<file path="src/rtl/stopwatch_pkg.sv">
// Shared definitions for the stopwatch control sequencer.
//   - sw_state_e : FSM state codes (2'b11 is unused and recovers to PAUSED)
//   - DEF_DEBOUNCE_CYCLES / DEF_TICK_DIV : defaults for a 50 MHz clock
//   - cnt_w()    : width of a counter that holds 0..n-1
package stopwatch_pkg;

  typedef enum logic [1:0] {
    ST_PAUSED = 2'b00,
    ST_RUN    = 2'b01,
    ST_DONE   = 2'b10
  } sw_state_e;

  localparam int unsigned DEF_DEBOUNCE_CYCLES = 1_000_000;  // 20 ms at 50 MHz
  localparam int unsigned DEF_TICK_DIV        = 500_000;    // 100 Hz at 50 MHz

  function automatic int unsigned cnt_w(input int unsigned n);
    return (n < 2) ? 1 : $clog2(n);
  endfunction

  localparam int unsigned DEF_DEB_W  = cnt_w(DEF_DEBOUNCE_CYCLES);
  localparam int unsigned DEF_TICK_W = cnt_w(DEF_TICK_DIV);

endpackage

</file>
<file path="src/rtl/stopwatch_ctrl_if.sv">
// Signal bundle between the stopwatch controller, the board buttons and the
// time-count / display datapath.
//   start_pause, display_stop_continue : raw active-low buttons
//   max_reached : count is at 59:59.99
//   count_en    : one-cycle advance pulse
//   running     : FSM is in RUN
//   display     : 1 = display live, 0 = frozen (lap)
//   state       : current FSM state code
// master: environment side (buttons + datapath); slave: the controller.
interface stopwatch_ctrl_if;
  logic       start_pause;
  logic       display_stop_continue;
  logic       max_reached;
  logic       count_en;
  logic       running;
  logic       display;
  logic [1:0] state;

  modport master (
    output start_pause, display_stop_continue, max_reached,
    input  count_en, running, display, state
  );

  modport slave (
    input  start_pause, display_stop_continue, max_reached,
    output count_en, running, display, state
  );
endinterface

</file>
<file path="src/rtl/stopwatch_ctrl_debounce.sv">
// button_debounce: 2-flop synchronizer, level debouncer and press-pulse
// generator for one raw active-low button.
//   clk, reset : system clock, asynchronous active-low reset
//   btn_n_i    : raw button level (asynchronous, active-low)
//   press_o    : registered one-cycle pulse on an accepted press (1->0)
module button_debounce
  import stopwatch_pkg::*;
#(
  parameter int unsigned DEBOUNCE_CYCLES = DEF_DEBOUNCE_CYCLES
) (
  input  logic clk,
  input  logic reset,
  input  logic btn_n_i,
  output logic press_o
);

  localparam int unsigned   CW       = cnt_w(DEBOUNCE_CYCLES);
  localparam logic [CW-1:0] CNT_LAST = CW'(DEBOUNCE_CYCLES - 1);

  logic          sync1_q, sync2_q;
  logic          level_q, level_d;
  logic          press_q, press_d;
  logic [CW-1:0] cnt_q, cnt_d;

  // The counter only runs while the synchronized level disagrees with the
  // accepted one; any re-match clears it, so a glitch must be stable for
  // DEBOUNCE_CYCLES consecutive cycles to be accepted.
  always_comb begin
    cnt_d   = '0;
    level_d = level_q;
    press_d = 1'b0;
    if (sync2_q != level_q) begin
      if (cnt_q == CNT_LAST) begin
        level_d = sync2_q;
        press_d = ~sync2_q;
      end else begin
        cnt_d = cnt_q + 1'b1;
      end
    end
  end

  always_ff @(posedge clk or negedge reset) begin
    if (!reset) begin
      sync1_q <= 1'b1;
      sync2_q <= 1'b1;
      level_q <= 1'b1;
      press_q <= 1'b0;
      cnt_q   <= '0;
    end else begin
      sync1_q <= btn_n_i;
      sync2_q <= sync1_q;
      level_q <= level_d;
      press_q <= press_d;
      cnt_q   <= cnt_d;
    end
  end

  assign press_o = press_q;

endmodule

</file>
<file path="src/rtl/stopwatch_ctrl.sv">
// stopwatch_ctrl: button conditioning plus the PAUSED/RUN/DONE sequencer.
// Drives the time counter with a one-cycle count_en tick every TICK_DIV
// cycles in RUN and the display register with a live/frozen flag.
//   clk, reset : system clock, asynchronous active-low reset
//   sw         : stopwatch_ctrl_if.slave (buttons, max_reached in;
//                count_en, running, display, state out)
module stopwatch_ctrl
  import stopwatch_pkg::*;
#(
  parameter int unsigned DEBOUNCE_CYCLES = DEF_DEBOUNCE_CYCLES,
  parameter int unsigned TICK_DIV        = DEF_TICK_DIV
) (
  input logic              clk,
  input logic              reset,
  stopwatch_ctrl_if.slave  sw
);

  localparam int unsigned   PW       = cnt_w(TICK_DIV);
  localparam logic [PW-1:0] PRE_LAST = PW'(TICK_DIV - 1);

  logic          start_press, disp_press;
  sw_state_e     state_q, state_d;
  logic [PW-1:0] pre_q, pre_d;
  logic          disp_q, disp_d;

  button_debounce #(.DEBOUNCE_CYCLES(DEBOUNCE_CYCLES)) u_start_db (
    .clk     (clk),
    .reset   (reset),
    .btn_n_i (sw.start_pause),
    .press_o (start_press)
  );

  button_debounce #(.DEBOUNCE_CYCLES(DEBOUNCE_CYCLES)) u_disp_db (
    .clk     (clk),
    .reset   (reset),
    .btn_n_i (sw.display_stop_continue),
    .press_o (disp_press)
  );

  always_comb begin
    state_d = state_q;
    case (state_q)
      ST_PAUSED: if (start_press) state_d = ST_RUN;
      ST_RUN: begin
        // Overflow wins over a coincident pause request.
        if (sw.max_reached)    state_d = ST_DONE;
        else if (start_press)  state_d = ST_PAUSED;
      end
      ST_DONE:   state_d = ST_DONE;
      default:   state_d = ST_PAUSED;
    endcase
  end

  // Prescaler advances on the current state only, so the fraction of a
  // count unit is kept across a pause.
  always_comb begin
    pre_d = pre_q;
    if (state_q == ST_RUN) begin
      pre_d = (pre_q == PRE_LAST) ? '0 : pre_q + 1'b1;
    end
  end

  always_comb begin
    disp_d = disp_q ^ disp_press;
  end

  always_ff @(posedge clk or negedge reset) begin
    if (!reset) begin
      state_q <= ST_PAUSED;
      pre_q   <= '0;
      disp_q  <= 1'b1;
    end else begin
      state_q <= state_d;
      pre_q   <= pre_d;
      disp_q  <= disp_d;
    end
  end

  assign sw.count_en = (state_q == ST_RUN) && (pre_q == PRE_LAST);
  assign sw.running  = (state_q == ST_RUN);
  assign sw.display  = disp_q;
  assign sw.state    = state_q;

endmodule

</file>
<file path="src/flat_wrapper.sv">
// flat-port wrapper written by rule: the top's interface ports become plain ports
module stopwatch_ctrl_flat import stopwatch_pkg::*;
#(
  parameter int unsigned DEBOUNCE_CYCLES = DEF_DEBOUNCE_CYCLES,
  parameter int unsigned TICK_DIV        = DEF_TICK_DIV
)
  (clk, reset, sw_start_pause, sw_display_stop_continue, sw_max_reached, sw_count_en, sw_running, sw_display, sw_state);
  stopwatch_ctrl_if sw_i ();
  input logic clk;
  input logic reset;
  input wire logic [$bits(sw_i.start_pause)-1:0] sw_start_pause;
  input wire logic [$bits(sw_i.display_stop_continue)-1:0] sw_display_stop_continue;
  input wire logic [$bits(sw_i.max_reached)-1:0] sw_max_reached;
  output wire logic [$bits(sw_i.count_en)-1:0] sw_count_en;
  output wire logic [$bits(sw_i.running)-1:0] sw_running;
  output wire logic [$bits(sw_i.display)-1:0] sw_display;
  output wire logic [$bits(sw_i.state)-1:0] sw_state;
  assign sw_i.start_pause = sw_start_pause;
  assign sw_i.display_stop_continue = sw_display_stop_continue;
  assign sw_i.max_reached = sw_max_reached;
  assign sw_count_en = sw_i.count_en;
  assign sw_running = sw_i.running;
  assign sw_display = sw_i.display;
  assign sw_state = sw_i.state;
  stopwatch_ctrl #(.DEBOUNCE_CYCLES(DEBOUNCE_CYCLES), .TICK_DIV(TICK_DIV)) u_core (.clk(clk), .reset(reset), .sw(sw_i));
endmodule
</file>
<file path="config.mk">
export PLATFORM = sky130hd
export DESIGN_NAME = stopwatch_ctrl_flat
export DESIGN_NICKNAME = d
export VERILOG_FILES = /design/src/rtl/stopwatch_pkg.sv /design/src/rtl/stopwatch_ctrl_if.sv /design/src/rtl/stopwatch_ctrl_debounce.sv /design/src/rtl/stopwatch_ctrl.sv /design/src/flat_wrapper.sv
export SDC_FILE = /design/constraint.sdc
export NUM_CORES = 1
export LEC_CHECK = 0
export ABC_AREA = 1
export BUFFER_PORTS_ARGS = -buffer_cell sky130_fd_sc_hd__clkbuf_2
export CAP_MARGIN = 5
export CORE_MARGIN = 2
export CORE_UTILIZATION = 40
export CTS_CLUSTER_DIAMETER = 40
export DETAILED_ROUTE_END_ITERATION = 10
export GPL_TIMING_DRIVEN = 0
export PLACE_DENSITY_LB_ADDON = 0.15
export SLEW_MARGIN = 25
export SYNTH_ARGS = -nofsm -noshare
export SYNTH_HDL_FRONTEND = slang
export SYNTH_HIERARCHICAL = 1
export SYNTH_SLANG_ARGS = --single-unit
</file>
<file path="constraint.sdc">
create_clock -name clk -period 1.6 [get_ports clk]
set_input_delay 0.32 -clock clk [delete_from_list [all_inputs] [get_ports clk]]
set_output_delay 0.32 -clock clk [all_outputs]
set_load 0.1 [all_outputs]
</file>
Word level (Yosys, flattened, before mapping)

Cells that the tools add are included.

Bits in registers: 70
Latch bits: 0
RAM bits: 0
Memory bits (read-only): 0
Input bits: 5
Output and inout port bits: 5
Word-level logic and storage cells: 46
Memories kept: 0

$add $sub $neg: 3
Multipliers: 0
Divide/modulo/power cells: 0
Order comparisons: 0
Equality and inequality tests: 9
Shift operators: 0
Muxes and demuxes: 13
Bitwise operators: 3
Reduce and logical (&&, ||, !) cells: 5

Operator list:

| operator                | count |
|---|---|
| $mux W20                | 4 |
| $add A20 B1 Y20 const B | 2 |
| $eq A20 B20 Y1 const B  | 2 |
| $add A19 B1 Y19 const B | 1 |
| $eq A19 B19 Y1 const B  | 1 |
| $mux W19                | 1 |
| $mux W2                 | 3 |
| $pmux W2 S3             | 1 |
| $reduce_and A2 Y1       | 3 |
| $mux W1                 | 4 |
| $ne A3 B2 Y1 const B    | 1 |
| $eq A2 B1 Y1 const B    | 1 |
| $eq A2 B2 Y1 const B    | 1 |
| $logic_not A2 Y1        | 1 |
| $ne A1 B1 Y1            | 2 |
| $ne A2 B2 Y1 const B    | 1 |
| $not A1 Y1              | 2 |
| $logic_and A1 B1 Y1     | 1 |
| $xor A1 B1 Y1           | 1 |

Depth between registers and ports, before layout

Gate-level depths: netlist of run 1.

Word-level depth: 3
Gate-level depth with buffers: 9

Hierarchy

Netlist of run 1, hierarchy kept.

By module, submodules not included:

| module          | times used | cells each | area each (µm²) | seq. area each (µm²) |
|---|---|---|---|---|
| button_debounce | 2          | 164        | 1353.8          | 604.3 |
| stopwatch_ctrl  | 1          | 200        | 1425.1          | 551.8 |

Worst setup path before layout of run 1

Ideal clock, no wire load.

Path kind: register to output
Start point: register u_core.state_q[0] (netlist: u_core/sw.state[0])
End point: output port sw_count_en
Arrival: 1.790 ns
Data required time: 1.280 ns
Path slack: -0.510 ns
Cell stages (with the launch flop): 5
Buffers on the path: 0
Path through: dfrtp_1 > inv_2 > nor2_4 > nand3_2 > inv_2

Word-level cells in the longest chain between the ends: 2

Ends and longest elaborated chain:

| element                | line                 | RTL |
|---|---|---|
| from (decl)            | stopwatch_ctrl.sv:22 | `sw_state_e state_q, state_d;` |
| from (signal assigned) | stopwatch_ctrl.sv:73 | `state_q <= state_d;` |
| $eq A2 B1 Y1           | stopwatch_ctrl.sv:79 | `assign sw.count_en = (state_q == ST_RUN) && (pre_q == PRE_LAST);` |
| $logic_and A1 B1 Y1    | stopwatch_ctrl.sv:79 |  |
| to (decl)              | flat_wrapper.sv:14   | `output wire logic [$bits(sw_i.count_en)-1:0] sw_count_en;` |

No other way between the ends.

Worst setup path after layout of run 1

Start point: register u_core.pre_q[0]
End point: output port sw_count_en

Word-level cells in the longest chain between the ends: 2

Ends and longest elaborated chain:

| element                | line                 | RTL |
|---|---|---|
| from (decl)            | stopwatch_ctrl.sv:23 | `logic [PW-1:0] pre_q, pre_d;` |
| from (signal assigned) | stopwatch_ctrl.sv:74 | `pre_q <= pre_d;` |
| $eq A19 B19 Y1         | stopwatch_ctrl.sv:79 |  |
| $logic_and A1 B1 Y1    | stopwatch_ctrl.sv:79 |  |

No other way between the ends.

==> run summary, run 1 <==
Status - finished with violations
Failing checks - setup timing
GRT Residual Overflow - 0
DIE WIDTH - 106 microns
Int Power - 2.86 mW
Leading area contributor after synthesis - dfrtp_1
Syn_nets - 536
Leak - 2.10 nW
MaxCap Viol Count - 0
Dpl cell area - 4380 sq um
Clk_lat worst skew - 0.36 ns
Vias in the first global route - 3,522
Crit path required time - 1.28 ns
Sequential share of the synthesized area - 42.6%
Most frequent cells in the layout - nor2_1 (98), nand2_1 (95), dfrtp_1 (57)
Mapped Cells - 528
CP startpoint kind - flop
Worst Tran Pin Value - 0.556 ns
# nets final - 578
RSZ-0062 raised after global routing - true
Syn avg cell area - 7.83 sq um
Cell area after synthesis - 4130 sq um
Top area cells in the synthesized netlist - dfrtp_1 (38%), nor2_1 (9.4%), nand2_1 (8.6%)
Max Clock Skew - 0.0110 ns
I/O pin cnt - 10
Crit-path max FO - 2
Register bit total from synthesis - 70
Antenna Cells - 0
Depth of the CTS H-tree - 3
Initial core utilization - 40.6%
Minimum clock period - 1.95 ns
Final GP Congestion - 0.840
Setup_tns - -0.741 ns
Count of final setup violators - 7
Detailed-route DRC error count - 0
Die height - 106 microns
Final cell count without fillers - 711
Vias post-DR - 3,437
Final WS setup - -0.354 ns
VDD IR-drop max - 0.575 mV
Library cells used by synthesis - 32
Core ar. - 10,200 sq um
Register share of total power - 49.7%
Vias per cell - 4.83
Die ar. - 11,200 sq um
Sw Pwr - 780 uW
Commonest non-fill, non-tap cell in the layout - nor2_1
Relative slew slack - 63.1%
Synth Warn # - 6
Switching Fraction - 21.5%
WL/cell - 12.6 microns
Final Max Slew Viols - 0
Rows - 37
Logic pwr share - 3.1%
Fraction of layout instances using a drive strength above 1 - 27.5%
Synthesis-to-layout area growth - 18.8%
Hold Path Class - in -> reg
Clock transition at path regs - 0.07 ns
Final Hold Vio Count - 0
F_max - 512 MHz
All-Layer GR Usage - 18.0%
Fillers - 1,002
WL final - 8960 microns
Global-route wire length before repair - 16,100 microns
HPWL Detailed - 6400 microns
DRT antenna net count - 0
CTS Buf Count - 9
Data arrival, critical path - 1.63 ns
CTS root buffer - clkbuf_8
Fin util - 48.2%
CTS Sinks - 70
Design Area, Final - 4910 sq um
Initial antenna violation count - 0
CTS tree - yes
Fin crit share - 122%
I/O Buffers - 9
DRT Pass-1 Iters - 4
Pwr/cell area - 741 nW/um^2
Dpl cells - 674
Setup CP Type - reg -> out
Largest net degree at the start of global routing - 41
Clock power frac - 47.2%
Max Buffers Root-to-Sink - 2
Crit end category - output pin
Initial DRC Count - 149
Dpl ws - -0.546 ns
Top cell type's share of synthesized area - 38.1%
==> critical path: stages (launching register included) <==
cell and delay, ns:
dfrtp_1 0.40, ha_4 0.17, nand2_4 0.06, nor2_8 0.11, inv_4 0.05, nor2_4 0.11
nand3_4 0.11, inv_8 0.07, clkbuf_16 0.18
==> state kept, by name, indices dropped and copies added (netlist names) <==
register / count
u_core/u_start_db/level_q: 1
u_core/u_start_db/cnt_q: 20
u_core/pre_q: 19
u_core/sw.state: 2
u_core/u_start_db/press_o: 1
u_core/u_start_db/sync1_q: 1
u_core/u_disp_db/cnt_q: 20
u_core/u_disp_db/sync2_q: 1
u_core/u_disp_db/press_o: 1
u_core/u_disp_db/level_q: 1
u_core/u_start_db/sync2_q: 1
u_core/sw.display: 1
u_core/u_disp_db/sync1_q: 1
==> cell usage after synthesis, drive strengths merged <==
cell,instances
nand4,13
o21ai,14
ha,3
nand3b,4
nand2,119
clkinv,1
a31o,1
dfstp,7
nor3b,4
xor2,22
a21oi,6
buf,3
inv,61
dfrtp,63
xnor2,6
o21a,1
or2,2
nand3,47
nor3,11
nor2,140
==> per-stage QoR <==
stage                     total power, mW  hold WS [ns]
after global placement               1.95         0.346
after global routing                 3.79        0.0290
after floorplan                      1.89        0.0244
after CTS                            3.70        0.0279
final                                3.64        0.0483
after detailed placement             1.96         0.330
==> area by class of cell <==
cell class	count	area [sq um]	share of cell area, %
buffer	1	11.3	0.229
clock buffer	12	135	2.75
clock inverter	4	95.1	1.94
inverter	62	245	4.99
multi-input combinational	393	2180	44.4
sequential	70	1770	36.1
tap	136	170	3.46
timing repair buffer	33	302	6.14
==> worst paths after layout <==
check	cells after the start	start	to	slack, ns
max	8	u_core/pre_q[0]$_DFFE_PN0N_	sw_count_en	-0.35
min reg2reg	0	u_core/u_disp_db/sync1_q$_DFF_PN1_	u_core/u_disp_db/sync2_q$_DFF_PN1_	0.35
max reg2reg	12	u_core/sw.state[0]$_DFFE_PN0P_	u_core/pre_q[18]$_DFFE_PN0N_	-0.09
min in group asynchronous	2	reset	u_core/pre_q[5]$_DFFE_PN0N_	0.49
max in group asynchronous	3	reset	u_core/u_start_db/sync2_q$_DFF_PN1_	0.47
min	1	sw_start_pause	u_core/u_start_db/sync1_q$_DFF_PN1_	0.05
==> what timing repair did <==
action                                  in CTS  in global routing
resized for setup                           21                 12
hold endpoints to repair                    30                  0
cloned                                       0                  0
pin swaps                                    4                  6
endpoints found under the setup margin       3                 17
buffers inserted                            16                  8
hold buffers                                 1                  0
==> routing by layer <==
layer  vias to the layer above  GRT usage [%]  wire length, microns
met3                        18           4.64                   293
met5                         -              0                     0
met1                      1621           22.8                  4150
met4                         0           6.67                   204
li1                       1744              -                     -
met2                        54           29.6                  4310
==> power groups by stage <==
stage	Sequential [mW]	Clock [mW]	Combinational [mW]
2_1_floorplan	1.85	0	0.0453
3_3_place_gp	1.84	0	0.109
3_5_place_dp	1.84	0	0.117
4_1_cts	1.81	1.78	0.119
5_1_grt	1.81	1.85	0.132
6_report	1.81	1.72	0.114
==> cells by family after synthesis <==
group / count (synthesis) / share of synthesized area, %
AND/OR/NAND/NOR: 340 / 41.1
flip-flops: 70 / 42.6
buffers and inverters: 65 / 6.12
XOR/XNOR: 28 / 6.30
AO/OA/AOI/OAI: 22 / 3.00
adder cells (fa/ha/maj): 3 / 0.908
No activity file was read; power rests on OpenSTA's default activity.
==> run 2, diff against run 1 <==
SETUP_SLACK_MARGIN = 0.5   (was not set)
==> run summary, run 2 (synthesis gave the netlist of run 1 again) <==
Status - finished with violations (unchanged)
CP Buf/Inv Count - 3 (unchanged)
Max stage delay on crit path - 0.40 ns (about the same)
Data arrival, critical path - 1.60 ns (was 1.63 ns)
Die height - 106 microns (unchanged)
Final GP Congestion - 0.867 (was 0.840)
Critical Path Stages - 8 (unchanged)
Rows - 37 (unchanged)
HPWL Detailed - 6380 microns (was 6400 microns)
Initial core utilization - 40.6% (unchanged)
Fraction of layout instances using a drive strength above 1 - 50.2% (was 27.5%)
Fin crit share - 120% (was 122%)
Worst Tran Pin Value - 0.387 ns (was 0.556 ns)
Detailed-route DRC error count - 0 (unchanged)
Final Max Slew Viols - 0 (unchanged)
DRT Pass-1 Iters - 4 (unchanged)
Beginning of the critical path - u_core/pre_q[1]$_DFFE_PN0N_ (was u_core/pre_q[0]$_DFFE_PN0N_)
CTS Buf Count - 9 (unchanged)
CTS Sinks - 70 (unchanged)
Largest registers - u_core/u_disp_db/cnt_q: 20 flops, u_core/u_start_db/cnt_q: 20 flops, u_core/pre_q: 19 flops (unchanged)
WL final - 10,700 microns (was 8960 microns)
Global-route wire length before repair - 17,900 microns (was 16,100 microns)
Initial antenna violation count - 0 (unchanged)
Path depth of the worst reg2reg path - 14 (was 12)
Reg-to-Reg End - u_core/pre_q[16]$_DFFE_PN0N_ (was u_core/pre_q[18]$_DFFE_PN0N_)
Crit-path max FO - 2 (unchanged)
Dpl cell area - 4530 sq um (was 4380 sq um)
Hold_ws - -0.0838 ns (was 0.0483 ns)
Clock transition at path regs - 0.07 ns (about the same)
Core ar. - 10,200 sq um (unchanged)
Minimum clock period - 1.92 ns (was 1.95 ns)
Depth of the CTS H-tree - 3 (unchanged)
MaxCap Viol Count - 0 (unchanged)
Relative slew slack - 74.2% (was 63.1%)
Dpl cells - 674 (unchanged)
Leak - 2.64 nW (was 2.10 nW)
GRT Residual Overflow - 0 (unchanged)
Setup CP Type - reg -> out (unchanged)
Final Power - 3.64 mW (about the same)
Max Clock Skew - 0.00893 ns (was 0.0110 ns)
F_max - 520 MHz (was 512 MHz)
DIE WIDTH - 106 microns (unchanged)
Most frequent cells in the layout - nand2_1 (77), nor2_1 (73), dfrtp_1 (44) (was nor2_1 (98), nand2_1 (95), dfrtp_1 (57))
Count of final setup violators - 10 (was 7)
RSZ-0062 raised after global routing - true (unchanged)
Vias in the first global route - 3,841 (was 3,522)
Grt met1 use - 25.7% (was 22.8%)
WL/cell - 13.9 microns (was 12.6 microns)
Largest net degree at the start of global routing - 47 (was 41)
Reg area - 1790 sq um (was 1770 sq um)
CP cell instances - ha_4 > nand2_4 > nor2_8 > inv_4 > nor2_4 > nand3_4 > inv_8 > clkbuf_16 (unchanged)
Design Area, Final - 6230 sq um (was 4910 sq um)
Family with the most delay on the worst path - flip-flops (unchanged)
CP endpoint - sw_count_en (unchanged)
Worst R2R Start - u_core/pre_q[1]$_DFFE_PN0N_ (was u_core/sw.state[0]$_DFFE_PN0P_)
R2r setup slk - -0.27 ns (was -0.09 ns)
Vias post-DR - 3,777 (was 3,437)
Area of the multi-input gates - 2790 sq um (was 2180 sq um)
Critical path's slowest cell - dfrtp_1 (unchanged)
Die ar. - 11,200 sq um (unchanged)
GRT busiest layer - met2 (unchanged)
CTS root buffer - clkbuf_8 (unchanged)
Fillers - 871 (was 1,002)
Failing checks - hold timing, setup timing (was setup timing)
Final WS setup - -0.322 ns (was -0.354 ns)
Crit end category - output pin (unchanged)
Setup_tns - -1.82 ns (was -0.741 ns)
Dpl ws - -0.429 ns (was -0.546 ns)
Antenna Cells - 0 (unchanged)
Commonest non-fill, non-tap cell in the layout - nand2_1 (was nor2_1)
Crit path required time - 1.28 ns (about the same)
CTS tree - yes (unchanged)
I/O Buffers - 9 (unchanged)
CP startpoint kind - flop (unchanged)
Max Buffers Root-to-Sink - 2 (unchanged)
Hold Path Class - in -> async (was in -> reg)
All-Layer GR Usage - 20.0% (was 18.0%)
Initial DRC Count - 222 (was 149)
Pwr/cell area - 584 nW/um^2 (was 741 nW/um^2)
Final cell count without fillers - 766 (was 711)
Clk_lat worst skew - 0.35 ns (was 0.36 ns)
Fin util - 61.1% (was 48.2%)
Met3 GRT Util - 4.14% (was 4.64%)
Met2 Use GR - 33.2% (was 29.6%)
Synthesis-to-layout area growth - 50.7% (was 18.8%)
VDD IR-drop max - 0.409 mV (was 0.575 mV)
DRT antenna net count - 0 (unchanged)
Final Hold Vio Count - 21 (was 0)
I/O pin cnt - 10 (unchanged)
Vias per cell - 4.93 (was 4.83)
# nets final - 633 (was 578)
[run 2: repair_timing]
| item | 4_1_cts | 5_1_grt |
|---|---|---|
| cloned | 2 | 1 |
| pin swaps | 46 | 29 |
| setup buffers | 56 | 17 |
| resized for setup | 137 | 69 |
| endpoints found under the setup margin | 69 | 70 |
| endpoints found under the hold margin | 21 | 21 |
[run 2: layout make-up]
type / instances / share of cell area (%)
Inverter: 62 / 4.58
Buffer: 3 / 0.482
Clock buffer: 9 / 1.99
Timing Repair inverter: 2 / 0.241
Sequential cell: 70 / 28.8
Timing Repair Buffer: 84 / 15.0
Clock inverter: 7 / 1.43
Tap cell: 136 / 2.73
Multi-Input combinational cell: 393 / 44.7
[run 2: worst min-delay path by stage]
stage | to | slack (ns) | cells past startpoint
2_1_floorplan | u_core/pre_q[0]$_DFFE_PN0N_ | 0.02 | 0
3_3_place_gp | u_core/u_disp_db/sync2_q$_DFF_PN1_ | 0.35 | 0
3_5_place_dp | u_core/pre_q[4]$_DFFE_PN0N_ | 0.30 | 1
4_1_cts | u_core/u_start_db/cnt_q[0]$_DFF_PN0_ | -0.09 | 1
5_1_grt | u_core/u_start_db/cnt_q[7]$_DFF_PN0_ | -0.07 | 1
6_report | u_core/pre_q[4]$_DFFE_PN0N_ | -0.08 | 1
[run 2: power by group]
group	total (mW)	switching, mW	internal [mW]	leakage [nW]
clock network	1.56	0.691	0.869	0.113
registers	1.82	0.0250	1.79	0.916
logic	0.260	0.143	0.117	1.61
total	3.64	0.859	2.78	2.64
[run 2: routing by layer]
metal | part of all wire, % | vias to the layer above
met2 | 50 | 66
li1 | - | 1856
met3 | 3.1 | 23
met5 | 0 | -
met1 | 45 | 1832
met4 | 2.0 | 0
